$ cat config.mk
export PLATFORM = sky130hd
export DESIGN_NAME = shift_arbiter
export DESIGN_NICKNAME = d
export VERILOG_FILES = /design/src/rtl/shift_arbiter.sv
export SDC_FILE = /design/constraint.sdc
export NUM_CORES = 1
export LEC_CHECK = 0
export ABC_AREA = 1
export CAP_MARGIN = 10
export CORE_MARGIN = 2
export CORE_UTILIZATION = 36
export CTS_CLUSTER_SIZE = 12
export DETAILED_ROUTE_END_ITERATION = 8
export MAX_ROUTING_LAYER = met4
export PLACE_DENSITY = 0.84
export SLEW_MARGIN = 0
export SYNTH_ARGS = -nofsm -noshare
export SYNTH_HDL_FRONTEND = slang
export SYNTH_SLANG_ARGS = --single-unit
$ cat constraint.sdc
create_clock -name clk -period 2.11 [get_ports clk]
set_input_delay 0.422 -clock clk [delete_from_list [all_inputs] [get_ports clk]]
set_output_delay 0.422 -clock clk [all_outputs]
set_load 0.005 [all_outputs]
$ cat src/rtl/shift_arbiter.sv
// Round-robin front end for one shared 32-bit barrel shifter: one request in flight,
// response returned with its requester id. Accept in T, response valid in T+2.
module shift_arbiter #(
  parameter int N_REQ = 4,
  parameter int IDW   = 2
) (
  input  logic                 clk,
  input  logic                 rst_n,
  input  logic [N_REQ-1:0]     req_valid,
  output logic [N_REQ-1:0]     req_ready,
  input  logic [32*N_REQ-1:0]  req_data,
  input  logic [5*N_REQ-1:0]   req_amt,
  input  logic [2*N_REQ-1:0]   req_op,
  output logic [31:0]          sh_in,
  output logic [4:0]           sh_amt,
  output logic [1:0]           sh_op,
  input  logic [31:0]          sh_out,
  output logic                 rsp_valid,
  input  logic                 rsp_ready,
  output logic [31:0]          rsp_data,
  output logic [IDW-1:0]       rsp_id,
  output logic                 busy
);

  typedef enum logic [1:0] {
    S_IDLE = 2'd0,
    S_EXEC = 2'd1,
    S_RESP = 2'd2
  } state_t;

  state_t           r_state;
  state_t           w_next;
  logic [IDW-1:0]   r_last;
  logic [IDW-1:0]   r_rsp_id;
  logic [31:0]      r_rsp_data;
  logic             r_rsp_valid;
  logic [31:0]      r_sh_in;
  logic [4:0]       r_sh_amt;
  logic [1:0]       r_sh_op;
  logic             w_gnt_vld;
  logic [IDW-1:0]   w_gnt;
  logic             w_accept;
  logic [N_REQ-1:0] w_req_ready;

  // Requester k places after the last winner, wrapping at N_REQ.
  function automatic logic [IDW-1:0] rr_idx(input logic [IDW-1:0] base, input int k);
    return IDW'((int'(base) + k) % N_REQ);
  endfunction

  always_comb begin
    w_gnt_vld = 1'b0;
    w_gnt     = '0;
    for (int k = 1; k <= N_REQ; k++) begin
      if (!w_gnt_vld && req_valid[rr_idx(r_last, k)]) begin
        w_gnt_vld = 1'b1;
        w_gnt     = rr_idx(r_last, k);
      end
    end
  end

  assign w_accept = (r_state == S_IDLE) && w_gnt_vld;

  always_comb begin
    w_req_ready = '0;
    if (w_accept) begin
      w_req_ready[w_gnt] = 1'b1;
    end
  end

  always_ff @(posedge clk or negedge rst_n) begin
    if (!rst_n) begin
      r_state <= S_IDLE;
    end else begin
      r_state <= w_next;
    end
  end

  always_comb begin
    w_next = r_state;
    case (r_state)
      S_IDLE:  if (w_gnt_vld) w_next = S_EXEC;
      S_EXEC:  w_next = S_RESP;
      S_RESP:  if (rsp_ready) w_next = S_IDLE;
      default: w_next = S_IDLE;
    endcase
  end

  // Shifter operands change only on an accept edge and otherwise hold.
  always_ff @(posedge clk or negedge rst_n) begin
    if (!rst_n) begin
      r_sh_in     <= '0;
      r_sh_amt    <= '0;
      r_sh_op     <= '0;
      r_rsp_id    <= '0;
      r_rsp_data  <= '0;
      r_rsp_valid <= 1'b0;
      r_last      <= IDW'(N_REQ - 1);
    end else begin
      if (w_accept) begin
        r_sh_in  <= req_data[32*w_gnt +: 32];
        r_sh_amt <= req_amt[5*w_gnt +: 5];
        r_sh_op  <= req_op[2*w_gnt +: 2];
        r_rsp_id <= w_gnt;
        r_last   <= w_gnt;
      end
      if (r_state == S_EXEC) begin
        r_rsp_data  <= sh_out;
        r_rsp_valid <= 1'b1;
      end else if ((r_state == S_RESP) && rsp_ready) begin
        r_rsp_valid <= 1'b0;
      end
    end
  end

  assign req_ready = w_req_ready;
  assign sh_in     = r_sh_in;
  assign sh_amt    = r_sh_amt;
  assign sh_op     = r_sh_op;
  assign rsp_valid = r_rsp_valid;
  assign rsp_data  = r_rsp_data;
  assign rsp_id    = r_rsp_id;
  assign busy      = (r_state != S_IDLE);

endmodule
==> results of run 1 <==
## power by group through the flow
stage | clock, uW | sequential (uW) | combinational [uW]
2_1_floorplan | 0 | 2760 | 5830
3_3_place_gp | 0 | 2720 | 9330
3_5_place_dp | 0 | 2740 | 9530
4_1_cts | 1600 | 2710 | 10100
5_1_grt | 1670 | 2800 | 14500
6_report | 1570 | 2720 | 13500
## stage by stage
step	hold WS [ns]	TNS, ns	total power (uW)	utilization
floorplan	0.126	0	8590	-
global placement	0.412	-20.10	12100	0.583
detailed placement	0.415	-23.10	12300	0.583
CTS	0.0466	-10.29	14400	0.616
global route	0.0584	-14.10	19000	0.668
finish	0.0407	-9.17	17800	0.668
## per-layer routing
| metal | up-vias | routed length [um] | track usage |
|---|---|---|---|
| li1 | 3129 | - | - |
| met4 | 0 | 759 | 0.0831 |
| met2 | 329 | 10900 | 0.425 |
| met1 | 3041 | 8370 | 0.261 |
| met3 | 58 | 1850 | 0.0641 |
| met5 | - | 0 | - |
## flip-flops by register name, summed over array words and instances (netlist names)
register   cells
rsp_data      32
sh_in         32
sh_amt         5
r_last         2
r_state        2
rsp_id         2
sh_op          2
rsp_valid      1
## cell type report
cell class              count  area, um^2  share of cell area
well taps                 180         225              0.0242
multi-input cells         552        2580               0.277
flip-flops and latches     78        1950               0.210
clock inverters             6        68.8             0.00740
inverters                 171         647              0.0695
clock buffers              10         229              0.0246
repair buffers            334        3600               0.387
## repair_timing
action / in CTS / in global routing
buffers inserted: 12 / 6
pin swaps: 13 / 18
gates resized for setup: 43 / 74
cloned: 0 / 18
endpoints found under the setup margin: 36 / 47
## worst max-delay path: cells and delay by family (launching register included)
kind | cells | cell delay [ns]
buffers and inverters | 3 | 0.31
flip-flops | 1 | 0.58
AND/OR/NAND/NOR | 9 | 0.86
## kinds of logic after synthesis
logic type | after synthesis
AND/OR/NAND/NOR | 545
AO/OA/AOI/OAI | 7
flip-flops | 78
buffers and inverters | 218
## path summary, 6_finish.rpt
path | cells after the start | startpoint | slack [ns] | to
worst min-delay path | 1 | rst_n | 0.04 | sh_in[31]
worst min register to register | 2 | rsp_data[12] | 0.47 | rsp_data[12]
max in group asynchronous | 2 | rst_n | 1.46 | sh_op[0]
worst max-delay path | 12 | r_last[0] | -0.39 | req_ready[1]
min in group clk | 2 | rsp_data[12] | 0.47 | rsp_data[12]
worst max register to register | 17 | r_last[0] | -0.30 | sh_in[21]
## cell usage in the layout (no fill, tap or decap), drive strengths merged, types with 2 or more instances in the layout
master	synthesis	layout
dfrtp	76	76
clkbuf	16	22
o21ai	6	6
clkinv	1	2
dfstp	2	2
nand4	3	3
nand3	162	162
buf	31	54
nand2	372	372
clkdlybuf4s50	0	268
inv	170	173
nor2	7	7
==> impl_metrics.json, run 1 <==
{
  "status": "finished with violations",
  "failed_checks": "setup timing",
  "finalWeightedCongestion": 0.878,
  "chipHeight_um": 124,
  "ys_ff_latch": 78,
  "num-fill-cells": 1163,
  "slowest_stage": "dfstp_2",
  "diodes": 0,
  "placed_area_mm2": 0.00813,
  "endpoint_kind": "output port",
  "finalCritPeriodShare": 1.19,
  "antenna_found_initial": 0,
  "max_freq_mhz": 400,
  "min_path_type": "in2async",
  "synth_top_cells_by_count": "nand2_1 (369), inv_1 (168), nand3_1 (162)",
  "synth.area.top_cells": "dfrtp_1 (37%), nand2_1 (27%), nand3_1 (16%)",
  "coreArea_mm2": 0.0139,
  "wire_per_inst_um": 16.4,
  "grt_pass1_vias": 5838,
  "grt_pass1_wl_mm": 27.8,
  "placed_cells": 1279,
  "cp_common_cell": "nand2_2",
  "max-cap-violations": 0,
  "synth_compound_area_frac": 0.00727,
  "clk_pin_slew_ns": 0.07,
  "rsz0062_at_grt": "yes",
  "place_ws_ns": -0.673,
  "power_switching_uw": 8280,
  "grt_max_degree": 64,
  "synth-warning-count": 0,
  "worst-endpoint-arrival_ns": 2.08,
  "finalNetCount": 1341,
  "max-slew-margin-rel": 0.664,
  "drive_above_1_share": 0.127,
  "start_util": 0.370,
  "firstDrtPassIters": 5,
  "die-area_mm2": 0.0153,
  "p_comb_frac": 0.759,
  "synth_top_cell_by_area": "dfrtp_1",
  "worstSetupStartpointType": "flip-flop",
  "worstSkewPairLatency_ns": 0.34,
  "swShare": 0.466,
  "p_clk_frac": 0.088,
  "hold_buffers": 0,
  "viasPerCell": 4.93,
  "clock_skew_ns": 0.00794,
  "rows": 43,
  "globalRouteTotalUtil": 0.241,
  "layout_min_cycle_time_ns": 2.50,
  "yosys.area_share.xor_xnor": 0,
  "syn_area_mm2": 0.00516,
  "irDropWorstVdd_mv": 0.949,
  "cp_slowest_stage_delay_ns": 0.58,
  "internal-power_uw": 9480,
  "synth.most_common_cell": "nand2_1",
  "grt_overflow_total": 0,
  "finalSetupViolCount": 43,
  "fin_area_mm2": 0.00930,
  "cp_max_fo": 7,
  "slew_violations": 0,
  "muxShareOfSynthArea": 0,
  "syn_nets": 1043,
  "ys_seq_area_frac": 0.379,
  "ys.flop_type": "dfrtp_1",
  "area_growth_pct": 80.3,
  "synth_edf_count": 0,
  "async_reset_ff_frac": 1.00,
  "route.vias.total": 6557,
  "ant_nets": 0,
  "clock_path_buffers": 2,
  "postSynthAreaPerCell_um2": 6.08,
  "io_buffers": 273,
  "synthCells": 848,
  "p_leak_uw": 0.00504,
  "synth_cell_types": 22,
  "htreeDepth": 3,
  "cts_tree": "done",
  "synth_top_family_by_area": "simple AND/OR/NAND/NOR gates",
  "synthAdderAreaFrac": 0,
  "crit_chain": "inv_4, nand2_2, nand2_2, nand2_1, nand2_2, nor2_4, buf_6, nand4_4, nand2_4, nand2_4, nor2_2, buf_2",
  "worst_slew_pin_slew_ns": 0.504,
  "clock-root-buffer": "clkbuf_16",
  "drt_iter0_markers": 424,
  "setup_ws_ns": -0.393,
  "finalHoldViolCount": 0,
  "cts_buffers": 9,
  "synth-simple-area-share": 0.444,
  "cts_sinks": 78,
  "final_cell_count_no_fill": 1331,
  "io_pins": 274,
  "drc": 0,
  "hpwl_mm": 13.1,
  "critical_path_required_ns": 1.69,
  "path_class": "reg2out",
  "chipWidth_um": 124,
  "power.density_mw_per_mm2": 1910,
  "seqPwrFrac": 0.153,
  "wirelength_mm": 21.8,
  "yosysTopAreaCellShare": 0.369
}
Power figures use the tool's default switching activity.
==> run 2: changes to the inputs <==
ABC_AREA = not set   (was 1)
CORE_UTILIZATION = 32   (was 36)
PLACE_DENSITY = 0.83   (was 0.84)
SKIP_LAST_GASP = 1   (was not set)
==> run 2 against run 1 <==
The run still ends with setup timing left; clock-buffer cell count is the same; combinational power shrank 61%; clock skew decreased by 0.0021 ns; critical endpoint is now req_ready[0].
==> impl_metrics.json, run 2 <==
{
  "status": "finished with violations",
  "failed_checks": "setup timing",
  "setup_tns_ns": -0.799,
  "clock_skew_ns": 0.00584,
  "cp_slowest_stage_delay_ns": 0.59,
  "max_freq_mhz": 446,
  "globalRouteTotalUtil": 0.213,
  "endpoint_kind": "output port",
  "syn_nets": 525,
  "wirelength_met1_mm": 5.88,
  "grt_pass1_wl_mm": 21.0,
  "start_util": 0.331,
  "power.density_mw_per_mm2": 1290,
  "finalWeightedCongestion": 0.803,
  "synth_compound_area_frac": 0.103,
  "swShare": 0.331,
  "register_area_mm2": 0.00195,
  "syn_area_mm2": 0.00402,
  "worst-endpoint-arrival_ns": 1.82,
  "slowest_stage": "dfstp_2",
  "irDropWorstVdd_mv": 0.758,
  "drive_above_1_share": 0.167,
  "async_reset_ff_frac": 1.00,
  "power_switching_uw": 3220,
  "synth-simple-area-share": 0.0631,
  "met2_length_mm": 7.53,
  "finalSetupViolCount": 18,
  "final_cell_count_no_fill": 791,
  "cts_buffers": 9,
  "cp_max_fo": 4,
  "worstSkewPairLatency_ns": 0.33,
  "min_path_type": "in2async",
  "synth-warning-count": 0,
  "synth.area.top_cells": "dfrtp_1 (47%), mux2i_1 (20%), mux2_2 (9.0%)",
  "rsz0062_at_grt": "yes",
  "yosys.area_share.xor_xnor": 0,
  "cts_sinks": 78,
  "final_common_cell": "clkdlybuf4s50_1",
  "io_buffers": 273,
  "mostFrequentLayoutCells": "clkdlybuf4s50_1 (265), dfrtp_1 (76), mux2i_1 (71)",
  "coreArea_mm2": 0.0122,
  "finalCritPeriodShare": 1.06,
  "area_growth_pct": 86.6,
  "synth_top_cell_by_area": "dfrtp_1",
  "wl_met3_mm": 1.11,
  "synthAdderAreaFrac": 0,
  "hpwl_mm": 10.5,
  "rows": 40,
  "worst_slew_pin_slew_ns": 0.508,
  "hold_buffers": 0,
  "antenna_found_initial": 0,
  "wire_per_inst_um": 18.7,
  "max-cap-violations": 0,
  "p_comb_frac": 0.548,
  "route.vias.total": 3920,
  "synth_edf_count": 0,
  "ys.flop_type": "dfrtp_1",
  "htreeDepth": 3,
  "cts_tree": "done",
  "path_class": "reg2out",
  "wirelength_mm": 14.8,
  "worstSetupStartpointType": "flip-flop",
  "grt_pass1_vias": 4113,
  "clock_path_buffers": 2,
  "drc": 0,
  "setup_ws_ns": -0.131,
  "clock-root-buffer": "clkbuf_16",
  "p_leak_uw": 0.00322,
  "die-area_mm2": 0.0135,
  "synthCells": 330,
  "routed.top_layer": "met4",
  "clk_pin_slew_ns": 0.06,
  "multi_input_area_mm2": 0.00191,
  "placed_cells": 765,
  "finalHoldViolCount": 0,
  "drt_iter0_markers": 164,
  "synth_top_cells_by_count": "mux2i_1 (79), dfrtp_1 (76), nand2_1 (45)",
  "internal-power_uw": 6500,
  "slew_violations": 0,
  "chipHeight_um": 116,
  "grt_overflow_total": 0,
  "muxShareOfSynthArea": 0.286,
  "num-fill-cells": 989,
  "synth_cell_types": 22,
  "crit_chain": "mux2i_2, o221ai_4, buf_6, buf_12, nor2_4, buf_2",
  "viasPerCell": 4.96,
  "firstDrtPassIters": 4,
  "yosysTopAreaCellShare": 0.473,
  "max-slew-margin-rel": 0.661,
  "chipWidth_um": 116,
  "io_pins": 274,
  "seqPwrFrac": 0.278,
  "grt_max_degree": 44,
  "reg2reg_slack_ns": -0.07,
  "finalNetCount": 813,
  "critical_path_required_ns": 1.69,
  "place_ws_ns": -0.541,
  "synth.most_common_cell": "mux2i_1",
  "ys_ff_latch": 78,
  "p_clk_frac": 0.174,
  "ant_nets": 0,
  "postSynthAreaPerCell_um2": 12.2,
  "layout_min_cycle_time_ns": 2.24,
  "diodes": 0,
  "synth_top_family_by_area": "multiplexers",
  "ys_seq_area_frac": 0.486
}
==> run 2: cell count changes after synthesis, moves of 5 or more <==
| cell | delta |
|---|---|
| nand2_1 | -324 |
| inv_1 | -166 |
| nand3_1 | -162 |
| mux2i_1 | +79 |
| o221ai_1 | +39 |
| mux2_2 | +32 |
| buf_2 | -20 |
| buf_12 | +8 |
| a21oi_1 | +5 |
==> run 2: power by group through the flow <==
stage | logic (uW) | clock network (uW) | registers [uW]
2_1_floorplan | 2440 | 0 | 2750
4_1_cts | 5130 | 1730 | 2690
3_3_place_gp | 4840 | 0 | 2660
3_5_place_dp | 4940 | 0 | 2700
6_report | 5330 | 1690 | 2700
5_1_grt | 5680 | 1810 | 2800
==> run 2: logic make-up (layout without fill, tap and decap cells) <==
| logic type | count (synthesis) | count (layout) |
|---|---|---|
| muxes | 111 | 111 |
| AOI/OAI and AO/OA | 50 | 50 |
| buffers and inverters | 29 | 322 |
| and+or+nand+nor | 62 | 62 |
| DFF | 78 | 78 |
==> run 2: worst max-delay path, delay by kind of cell, from the launching register on <==
kind / cells / cell delay, ns
AO/OA/AOI/OAI: 1 / 0.14
buffers and inverters: 3 / 0.40
flip-flops: 1 / 0.59
multiplexers: 1 / 0.27
AND/OR/NAND/NOR: 1 / 0.08
==> run 2: worst paths after layout <==
path,start,endpoint,cells past startpoint
setup / recovery,r_last[1],req_ready[0],6
hold / removal,rst_n,rsp_id[0],1
setup reg to reg,r_last[1],sh_amt[2],9
hold reg to reg,sh_in[15],sh_in[15],2
max in group asynchronous,rst_n,rsp_valid,2
min in group clk,sh_in[15],sh_in[15],2
==> run 2: cell type report <==
| class | instances | share of cell area |
|---|---|---|
| multi-input cells | 223 | 0.255 |
| well taps | 168 | 0.0280 |
| inverters | 3 | 0.00183 |
| repair buffers | 303 | 0.411 |
| flip-flops and latches | 78 | 0.260 |
| clock buffers | 10 | 0.0305 |
| clock inverters | 6 | 0.0127 |
==> run 2: stage by stage <==
| stage | util | total power (uW) | hold slack, ns | instance area [um^2] |
|---|---|---|---|---|
| 6_report | 0.617 | 9720 | 0.0177 | 7500 |
| 5_1_grt | 0.617 | 10300 | 0.0241 | 7500 |
| 4_1_cts | 0.605 | 9550 | 0.0179 | 7360 |
| 3_5_place_dp | 0.571 | 7640 | 0.380 | 6940 |
| 3_3_place_gp | 0.571 | 7500 | 0.377 | 6940 |
| 2_1_floorplan | - | 5180 | 0.126 | 4020 |
==> run 2: metal layers <==
layer | up-vias | track usage
li1 | 1801 | -
met3 | 20 | 0.0457
met2 | 179 | 0.370
met5 | - | -
met1 | 1920 | 0.238
met4 | 0 | 0.0849
==> run 2: what timing repair did <==
action,4_1_cts,5_1_grt
endpoints found under the hold margin,0,0
endpoints found under the setup margin,38,43
gates resized for setup,34,14
buffers inserted,6,0
gates cloned,1,4
pin swaps,6,2
==> run 3: changes to the inputs <==
ABC_CLOCK_PERIOD_IN_PS = 2110   (was not set)
SLEW_MARGIN = 40   (was 0)
==> results of run 3 <==
Same layout as run 2: the final DEF is identical, and so are final timing and power.
